==> config.mk <==
export PLATFORM = sky130hd
export DESIGN_NAME = invaders_march
export DESIGN_NICKNAME = d
export VERILOG_FILES = /design/src/rtl/invaders_march_pkg.sv /design/src/rtl/invaders_march.sv
export SDC_FILE = /design/constraint.sdc
export NUM_CORES = 1
export LEC_CHECK = 0
export ABC_CLOCK_PERIOD_IN_PS = 5000
export BUFFER_PORTS_ARGS = -buffer_cell sky130_fd_sc_hd__buf_2
export CORE_UTILIZATION = 42
export DETAILED_ROUTE_END_ITERATION = 16
export HOLD_SLACK_MARGIN = 0.06
export SLEW_MARGIN = 25
export SYNTH_ARGS = -nofsm -noshare
export SYNTH_HDL_FRONTEND = slang
export SYNTH_SLANG_ARGS = --single-unit
==> constraint.sdc <==
create_clock -name i_clk_36MHz -period 5 [get_ports i_clk_36MHz]
set_input_delay 0.5 -clock i_clk_36MHz [delete_from_list [all_inputs] [get_ports i_clk_36MHz]]
set_output_delay 0.5 -clock i_clk_36MHz [all_outputs]
set_load 0.05 [all_outputs]
==> src/rtl/invaders_march_pkg.sv <==
// Shared game definitions: march FSM encoding, screen geometry and the step-interval helper.
// The renderer imports the same screen constants so both agree on the playfield.
package invaders_march_pkg;

    localparam int POS_W         = 10;
    localparam int SCREEN_X_MIN  = 0;
    localparam int SCREEN_X_MAX  = 400;
    localparam int SCREEN_Y_LAND = 400;

    typedef enum logic [1:0] {
        S_IDLE   = 2'd0,
        S_WAIT   = 2'd1,
        S_STEP   = 2'd2,
        S_LANDED = 2'd3
    } march_state_t;

    // Fewer survivors means a shorter interval, so the march speeds up as invaders die.
    function automatic logic [31:0] calc_interval(input logic [31:0] min_ticks,
                                                  input logic [31:0] per_alive,
                                                  input logic [5:0]  alive);
        logic [31:0] base;
        base = (min_ticks == 32'd0) ? 32'd1 : min_ticks;
        return base + ({26'd0, alive} * per_alive);
    endfunction

endpackage

==> src/rtl/invaders_march.sv <==
// Invader block march controller: waits a survivor-dependent number of 1 us ticks,
// then steps the block sideways, or drops it a row and reverses it at a screen edge.
//
// state    | meaning
// S_IDLE   | parked at the start position until enabled
// S_WAIT   | counting ticks toward the latched interval
// S_STEP   | one-cycle position update
// S_LANDED | block reached the landing row; frozen until reset
module invaders_march
    import invaders_march_pkg::*;
#(
    parameter int X_START         = 16,
    parameter int Y_START         = 32,
    parameter int X_MIN           = SCREEN_X_MIN,
    parameter int X_MAX           = SCREEN_X_MAX,
    parameter int X_STEP          = 4,
    parameter int Y_STEP          = 8,
    parameter int Y_LAND          = SCREEN_Y_LAND,
    parameter int MIN_TICKS       = 1000,
    parameter int TICKS_PER_ALIVE = 500
) (
    input  logic             i_clk_36MHz,
    input  logic             i_reset,
    input  logic             i_tick,
    input  logic             i_enable,
    input  logic [5:0]       i_alive_count,
    output logic [POS_W-1:0] o_x,
    output logic [POS_W-1:0] o_y,
    output logic             o_dir,
    output logic             o_step,
    output logic             o_landed
);

    localparam logic [31:0]      X_MIN_W   = 32'(X_MIN);
    localparam logic [31:0]      X_MAX_W   = 32'(X_MAX);
    localparam logic [31:0]      X_STEP_W  = 32'(X_STEP);
    localparam logic [31:0]      Y_STEP_W  = 32'(Y_STEP);
    localparam logic [31:0]      Y_LAND_W  = 32'(Y_LAND);
    localparam logic [31:0]      MIN_W     = 32'(MIN_TICKS);
    localparam logic [31:0]      PER_W     = 32'(TICKS_PER_ALIVE);
    localparam logic [POS_W-1:0] X_START_P = POS_W'(X_START);
    localparam logic [POS_W-1:0] Y_START_P = POS_W'(Y_START);
    localparam logic [POS_W-1:0] X_STEP_P  = POS_W'(X_STEP);

    march_state_t     state;
    logic [31:0]      tick_cnt;
    logic [31:0]      interval;
    logic [31:0]      cnt_inc;
    logic [31:0]      y_sum;
    logic [POS_W-1:0] x_next;
    logic [POS_W-1:0] y_next;
    logic             dir_next;
    logic             land_next;

    assign cnt_inc = tick_cnt + 32'd1;
    assign y_sum   = 32'(o_y) + Y_STEP_W;

    // Edge tests are done 32 bits wide so the left edge check can never wrap below zero.
    always_comb begin
        x_next   = o_x;
        y_next   = o_y;
        dir_next = o_dir;
        if (o_dir) begin
            if (32'(o_x) + X_STEP_W > X_MAX_W) begin
                y_next   = POS_W'(y_sum);
                dir_next = 1'b0;
            end else begin
                x_next = o_x + X_STEP_P;
            end
        end else begin
            if (32'(o_x) < X_MIN_W + X_STEP_W) begin
                y_next   = POS_W'(y_sum);
                dir_next = 1'b1;
            end else begin
                x_next = o_x - X_STEP_P;
            end
        end
        land_next = (32'(y_next) >= Y_LAND_W);
    end

    always_ff @(posedge i_clk_36MHz) begin
        if (!i_reset) begin
            state    <= S_IDLE;
            tick_cnt <= 32'd0;
            interval <= 32'd0;
            o_x      <= X_START_P;
            o_y      <= Y_START_P;
            o_dir    <= 1'b1;
            o_step   <= 1'b0;
            o_landed <= 1'b0;
        end else begin
            o_step <= 1'b0;
            case (state)
                S_IDLE: begin
                    if (i_enable) begin
                        state    <= S_WAIT;
                        tick_cnt <= 32'd0;
                        interval <= calc_interval(MIN_W, PER_W, i_alive_count);
                    end
                end
                S_WAIT: begin
                    if (i_enable && i_tick) begin
                        tick_cnt <= cnt_inc;
                        if (cnt_inc >= interval) state <= S_STEP;
                    end
                end
                S_STEP: begin
                    o_x      <= x_next;
                    o_y      <= y_next;
                    o_dir    <= dir_next;
                    o_step   <= 1'b1;
                    tick_cnt <= 32'd0;
                    if (land_next) begin
                        state    <= S_LANDED;
                        o_landed <= 1'b1;
                    end else begin
                        state    <= S_WAIT;
                        interval <= calc_interval(MIN_W, PER_W, i_alive_count);
                    end
                end
                S_LANDED: ;
                default: state <= S_IDLE;
            endcase
        end
    end

endmodule

==> results by group, run 1 <==
Status
  • Status: complete, no violations

Global routing
  • Vias in the first global route: 4530
  • GRT overflow: 0
  • Initial antenna violation count: 0
  • First-pass GRT wire length: 21400 µm
  • Pin count of the biggest net entering global routing: 47
  • Overall global routing resource usage: between 20% and 30%

Yosys
  • Area leader, netlist: dfxtp_1
  • Synth warnings: 0
  • Compound-gate portion of the synthesized area: 16.5%
  • FFs w/ async S/R, synth: 0%
  • Synth area leaders: dfxtp_1 24%, ha_1 11%, nand2_1 5.8%, xnor2_1 5.2%, fa_1 4.4%
  • Count leader, synth: nand2_1
  • Yosys reg bits: 66
  • Mapped Cells: roughly 700
  • Post-Synth Adder-Cell Area: 15.5%
  • Main flop type after synthesis: dfxtp_1
  • Synth Area in XOR/XNOR: 7.75%
  • Combinational family with the most area after synthesis: simple AND/OR/NAND/NOR gates
  • Mux contribution to synthesized area: 4.20%
  • Syn Area/Cell: 7.86 µm²
  • Synth top cells by count: 84 x nand2_1, 66 x dfxtp_1, 53 x nor2_1, 49 x inv_1, 48 x ha_1
  • Synth unique cells: 71
  • Simple-Gate Fraction of Synth Area: 24.4%
  • Yosys top cell area share: about a quarter
  • Sequential share of the synthesized area: 24.4%
  • Post-synth EDFFs: 0
  • Synthesized cell area: 5430 µm²

Min path
  • Hold/Removal Path Class: reg2reg

Setup path
  • CP Capture Type: flip-flop
  • Crit path cell chain: buf_2 > fa_1 > inv_1 > fa_1 > fa_1 > inv_1 > ha_1 > a211oi_1 > o21ai_0 > a211oi_1 > nand4_1 > a2111oi_0 > mux2_4
  • CP arrival: 4.37 ns
  • Critical path's slowest cell: fa_1
  • Cell mode on critical path: fa_1
  • Critical path fanouts, max: 5
  • Critical Path RT: 5.28 ns
  • Crit Path Class: in2reg
  • Setup crit start kind: input port
  • Crit-path max cell delay: 0.63 ns

Job
  • Max_cap viols: 0

CTS
  • CTS Root Cell: clkbuf_16
  • CTS tree: done
  • Hold Buf Count CTS: 0
  • Clk_lat worst skew: around 0.33 ns
  • Clk buf depth: 2
  • Reg clk slew, reported paths: 0.06 ns
  • Postcts setup bufs: 0
  • CTS H-Tree Depth: 3
  • TritonCTS Buffers: 9
  • PostCTS Resize Cnt: 0
  • Clk sinks: 66

Detailed routing
  • Total Wirelength: 12500 µm
  • DRC violations left: 0
  • Routed vias: 4789
  • Antenna-violating nets left: 0
  • Number of DRC markers in iteration 0: 267
  • Vias per std cell: 5.49
  • Routed wire length per instance: 14.3 µm
  • DRT Pass-1 Iters: 4

Floorplanning
  • CORE AREA: ~13000 µm²
  • I/O pins: 33
  • # rows: 41
  • Die extent in y: about 120 µm
  • Initial Util: 43.0%
  • DIE WIDTH: 116 µm
  • Die area: about 13000 µm²

Timing
  • Final hold slack: between 0.4 and 0.5 ns
  • Fmax: 245 MHz
  • Hold Fails Final Rpt: 0
  • Relative slew slack: 35.9%
  • Setup TNS Final: 0 ns
  • Worst setup margin: 0.913 ns
  • Pins over their slew limit: 0
  • Final worst-path cycle share: 81.7%
  • RSZ-0062 raised after global routing: false
  • Layout Skew: 0.00510 ns
  • Final setup viols: 0
  • Minimum clock period: 4.09 ns
  • Least-Margin Pin Slew: 0.956 ns

Placement
  • Dpl ws: 0.569 ns
  • DP Area: 5620 µm²
  • Port bufs: 27
  • Gp weighted congestion: 0.823
  • Post-detail-place hpwl: 9110 µm

Layout
  • Filler Cell Count: 1274
  • Share of layout cells above drive strength 1: 8.84%
  • Layout area overhead: 9.80%
  • Final #Nets: 766
  • Diode count: 0
  • Finished layout cell area: roughly 6000 µm²

Power and ir drop
  • Final Power: 2210 µW
  • Cell area power density: 370 nW/µm²
  • Pleak: 0.00238 µW
  • Peak VDD IR: between 0.15 and 0.2 mV
[per-layer routing]
layer | GRT usage (%) | share of wire [%]
met5 | 0 | 0
met4 | 5.21 | 1.0
met3 | 4.29 | 2.4
met2 | 33.4 | 48
met1 | 26.3 | 49
[critical path: cells and delay by family]
family	cells	cell delay (ns)
AND/OR/NAND/NOR	1	0.20
buffers and inverters	3	0.25
adder cells (fa/ha/maj)	4	2.00
multiplexers	1	0.21
AO/OA/AOI/OAI	4	1.21
[flip-flops by register name, summed over array words and instances (netlist names)]
| name | count |
|---|---|
| interval | 14 |
| o_y | 7 |
| tick_cnt | 32 |
| o_x | 8 |
| state | 2 |
| o_landed | 1 |
| o_step | 1 |
| o_dir | 1 |
[metrics by stage]
step                util (%)  std cells
finish                  47.2        873
global route            47.2        873
global placement        44.5        857
CTS                     47.2        873
floorplan                  -        694
detailed placement      44.5        857
[where the power goes]
group          switching, µW  internal (µW)  leakage [µW]
sequential              26.8            570      0.000534
combinational            545            354       0.00168
clock                    234            476      0.000165
total                    805           1400       0.00238
[path summary, 6_finish.rpt]
check	startpoint	end	slack (ns)	cells after the start
worst max-delay path	i_alive_count[0]	interval[15]	0.91	13
worst min-delay path	interval[8]	interval[8]	0.46	2
worst max register to register	tick_cnt[0]	state[1]	0.96	14
worst min register to register	interval[8]	interval[8]	0.46	2
[cells in the final DEF, fill, tap and decap left out, types with 6 or more instances in the layout]
master and count:
mux2i_1 19, nand2_1 84, inv_1 49, o21ai_0 22, nor2_1 53, and3_1 6, xnor2_1 32, or3_1 11
and4_1 7, clkbuf_16 9, nor3_1 19, fa_1 12, nor4_1 8, nand4_1 21, buf_2 27, dfxtp_1 66
a21oi_1 41, o21a_1 6, xor2_1 16, ha_1 48, a21o_1 9, nand3_1 28, a211oi_1 13
[final cells by class]
cell class | count | area, µm² | share of cell area (%)
clock buffers | 12 | 267 | 4.47
clock inverters | 4 | 72.6 | 1.22
inverters | 50 | 188 | 3.15
multi-input cells | 538 | 3730 | 62.6
flip-flops and latches | 66 | 1320 | 22.2
well taps | 172 | 215 | 3.61
repair buffers | 31 | 165 | 2.77
[cell families after synthesis]
| group | Yosys count |
|---|---|
| buf+inv | 90 |
| xor+xnor | 48 |
| compound gates | 135 |
| fa+ha+maj | 60 |
| mux | 22 |
| flops | 66 |
| other cells | 1 |
| simple gates | 268 |
No activity file was read; power rests on OpenSTA's default activity.
==> run 2: changes to the inputs <==
--- a/config.mk
+++ b/config.mk
@@ -5,7 +5,8 @@
 export SDC_FILE = /design/constraint.sdc
 export NUM_CORES = 1
 export LEC_CHECK = 0
-export ABC_CLOCK_PERIOD_IN_PS = 5000
+export ABC_AREA = 1
+export ABC_CLOCK_PERIOD_IN_PS = 3550
 export BUFFER_PORTS_ARGS = -buffer_cell sky130_fd_sc_hd__buf_2
 export CORE_UTILIZATION = 42
 export DETAILED_ROUTE_END_ITERATION = 16
==> constraint.sdc (replaced) <==
create_clock -name i_clk_36MHz -period 3.55 [get_ports i_clk_36MHz]
set_input_delay 0.355 -clock i_clk_36MHz [delete_from_list [all_inputs] [get_ports i_clk_36MHz]]
set_output_delay 0.355 -clock i_clk_36MHz [all_outputs]
set_load 0.05 [all_outputs]
==> run 2 against run 1 <==
Synthesized cell count increased by 20%. Total power is 84% higher. Combinational power rose to 2.5 times the previous value. Highest routed layer unchanged.
==> results by group, run 2 <==
Setup path
  • Critical Path RT: 3.78 ns (-1.50 ns)
  • Crit-path max cell delay: 0.60 ns (-0.03 ns)
  • Critical path fanouts, max: 4 (-1)
  • Worst R2R End: state[0]
  • FF-to-FF setup slack: 0.44 ns (-0.52 ns)
  • Path depth of the worst reg2reg path: 20 (+6)
  • CP arrival: 3.67 ns (-0.70 ns)
  • CP Capture Type: flip-flop
  • FF-to-FF Start: tick_cnt[0]
  • Setup crit start kind: input port
  • Crit path cell chain: buf_6 > fa_2 > inv_2 > fa_2 > fa_1 > inv_2 > ha_4 > a21oi_2 > nand2_2 > a21oi_2 > nor2_1 > nor2_1 > xor2_1 > buf_4 > buf_6 > xnor2_2 > nand3_1 > nand2_1 > nor2_1
  • Critical path's slowest cell: fa_2
  • Crit Path Class: in2reg
  • Cell mode on critical path: nor2_1

Yosys
  • Count leader, synth: nand2_1
  • Combinational family with the most area after synthesis: simple AND/OR/NAND/NOR gates
  • Mapped Cells: 826 (+20%)
  • Synth top cells by count: 212 x nand2_1, 118 x inv_1, 76 x a21oi_1, 66 x dfxtp_1, 62 x nor2_1
  • Simple-Gate Fraction of Synth Area: 31.3% (+6.9 points)
  • Synth unique cells: 44 (-38%)
  • Post-Synth Adder-Cell Area: 15.2% (-0.29 points)
  • Compound-gate portion of the synthesized area: 11.8% (-4.7 points)
  • Area leader, netlist: dfxtp_1
  • Synth warnings: 0 (unchanged)
  • Yosys reg bits: 66 (unchanged)
  • Sequential share of the synthesized area: 23.9% (-0.46 points)
  • Syn Area/Cell: 6.70 µm² (-15%)
  • Synth Area in XOR/XNOR: 6.49% (-1.3 points)
  • Synthesized cell area: 5530 µm² (+1.9%)
  • Post-synth EDFFs: 0 (unchanged)
  • Synth area leaders: dfxtp_1 24%, nand2_1 14%, ha_1 11%, inv_1 8.0%, a21oi_1 6.9%
  • Main flop type after synthesis: dfxtp_1
  • Mux contribution to synthesized area: 0% (-4.2 points)
  • FFs w/ async S/R, synth: 0% (unchanged)
  • Yosys top cell area share: 23.9% (-0.46 points)

Status
  • Status: complete, no violations

Detailed routing
  • DRC violations left: 0 (unchanged)
  • Routed vias: 5059 (+5.6%)
  • Routed wire length per instance: 11.5 µm (-19%)
  • Vias per std cell: 4.78 (-13%)
  • Number of DRC markers in iteration 0: 217 (-19%)
  • Total Wirelength: 12200 µm (-2.3%)
  • DRT Pass-1 Iters: 4 (unchanged)
  • Antenna-violating nets left: 0 (unchanged)

Timing
  • RSZ-0062 raised after global routing: true
  • Fmax: between 200 and 300 MHz
  • Relative slew slack: 66.3% (+30 points)
  • Worst setup margin: 0.113 ns (-0.800 ns)
  • Final setup viols: 0 (unchanged)
  • Hold Fails Final Rpt: 0 (unchanged)
  • Minimum clock period: between 3 and 4 ns
  • Final worst-path cycle share: between 90 and 100%
  • Layout Skew: 0.0102 ns (+0.00508 ns)
  • Pins over their slew limit: 0 (unchanged)
  • Least-Margin Pin Slew: 0.502 ns (-0.454 ns)

CTS
  • CTS Root Cell: clkbuf_16
  • Clk buf depth: 2 (unchanged)
  • Clk_lat worst skew: 0.35 ns (+0.02 ns)
  • TritonCTS Buffers: 9 (unchanged)
  • CTS H-Tree Depth: 3 (unchanged)
  • Clk sinks: 66 (unchanged)
  • CTS tree: done
  • Reg clk slew, reported paths: 0.05 ns (about the same)

Min path
  • Hold Path Depth: 5 (+3)
  • Hold/Removal Path Class: in2reg
  • Hold path start: i_alive_count[1]
  • Hold Path End: interval[3]

Layout
  • Final #Nets: 952 (+24%)
  • Share of layout cells above drive strength 1: 16.7% (+7.9 points)
  • Filler Cell Count: 1350 (+6.0%)
  • Max reg flops: 32 (unchanged)
  • Biggest regs: tick_cnt (32), interval (14), o_x (8)
  • Most frequent cells in the layout: 211 x nand2_1, 113 x inv_1, 71 x a21oi_1, 66 x dfxtp_1, 59 x nor2_1
  • Reg with most FFs: tick_cnt
  • Layout area overhead: 16.6%
  • Reg area: 1320 µm² (unchanged)
  • Area of the multi-input gates: 3720 µm² (-0.34%)
  • Diode count: 0 (unchanged)
  • Most common cell after layout, fill and taps aside: nand2_1
  • Finished layout cell area: 6450 µm² (+8.3%)

Floorplanning
  • CORE AREA: 12700 µm² (+0.81%)
  • DIE WIDTH: 117 µm (+0.95%)
  • # rows: 41 (unchanged)
  • Die extent in y: 117 µm (+0.95%)
  • Die area: 13600 µm² (+1.9%)
  • Initial Util: 43.5% (+0.48 points)
  • I/O pins: 33 (unchanged)

Placement
  • DP Area: 6040 µm² (+7.4%)
  • Post-detail-place hpwl: 9150 µm (+0.48%)
  • Gp weighted congestion: 0.838 (+1.9%)
  • Port bufs: 27 (unchanged)
  • Dpl ws: -0.306 ns (-0.874 ns)

Global routing
  • GRT overflow: 0 (unchanged)
  • Vias in the first global route: 4619 (+2.0%)
  • First-pass GRT wire length: 21000 µm (-2.3%)
  • Initial antenna violation count: 0 (unchanged)
  • Overall global routing resource usage: 19.3% (-0.71 points)
  • Pin count of the biggest net entering global routing: 40 (-15%)

Power and ir drop
  • Cell area power density: 628 nW/µm² (+70%)
  • Pleak: 0.00292 µW (+23%)
  • Final Power: 4050 µW (+84%)
  • Peak VDD IR: 0.329 mV (+85%)

Job
  • Max_cap viols: 0 (unchanged)
==> run 2: cell count changes in the layout (fill, tap and decap cells not counted), sizes merged, moves of 16 or more <==
cell   previous run  this run
buf              31        67
mux2i            19         0
a21oi            42        80
inv              50       125
nand2            84       219
nand3            29        55
xnor2            32         8
nor2             53        69
xor2             16        33
==> run 2: worst max-delay path by stage <==
stage,slack (ns),to,startpoint,cells after the start
floorplan,-0.06,interval[13],i_alive_count[2],17
CTS,0.05,interval[13],i_alive_count[2],18
global placement,-0.27,interval[13],i_alive_count[2],18
detailed placement,-0.31,interval[13],i_alive_count[2],18
global route,-0.05,interval[11],i_alive_count[1],19
finish,0.11,interval[11],i_alive_count[1],19
==> run 2: area by class of cell <==
cell class	count	area share (%)
Inverter	127	7.39
Clock inverter	3	0.233
Timing Repair Buffer	67	6.95
Multi-Input combinational cell	611	57.6
Tap cell	172	3.34
Clock buffer	12	3.98
Sequential cell	66	20.5
==> run 2: layer usage <==
layer | vias to the layer above | track usage [%] | part of all wire, %
met2 | 72 | 31.7 | 45
li1 | 2733 | - | -
met4 | 0 | 5.57 | 1.3
met5 | - | 0 | 0
met1 | 2243 | 25.6 | 50
met3 | 11 | 3.89 | 3.7
==> run 2: logic make-up after synthesis <==
| logic type | count (synthesis) |
|---|---|
| compound gates | 117 |
| buf+inv | 153 |
| xor+xnor | 41 |
| fa+ha+maj | 60 |
| other cells | 1 |
| simple gates | 388 |
| flops | 66 |
==> run 2: where the power goes <==
part	leakage, µW	total, µW	internal, µW	switching [µW]
clock	0.000138	840	503	337
sequential	0.000537	947	859	88.2
combinational	0.00225	2260	936	1330
total	0.00292	4050	2300	1750
==> run 2: per-stage QoR <==
step	setup TNS, ns	hold slack (ns)	instances	utilization [%]
final	0	0.420	1058	50.7
after global routing	-0.137	0.442	1058	50.7
after CTS	0	0.425	1053	49.6
after detailed placement	-1.19	0.452	1038	47.4
after global placement	-1.06	0.448	1038	47.4
after floorplan	-0.0727	0.445	830	-
==> run 2: timing repair <==
action                     in CTS  in global routing
hold buffers                    0                  0
gates resized for setup         0                 26
setup endpoints to repair       0                  5
setup buffers                   0                  5
==> run 2: critical path: cells and delay by family <==
kind            cells  cell delay, ns
simple gates        6            0.48
xor+xnor            2            0.31
fa+ha+maj           4            1.75
buf+inv             5            0.49
compound gates      2            0.28
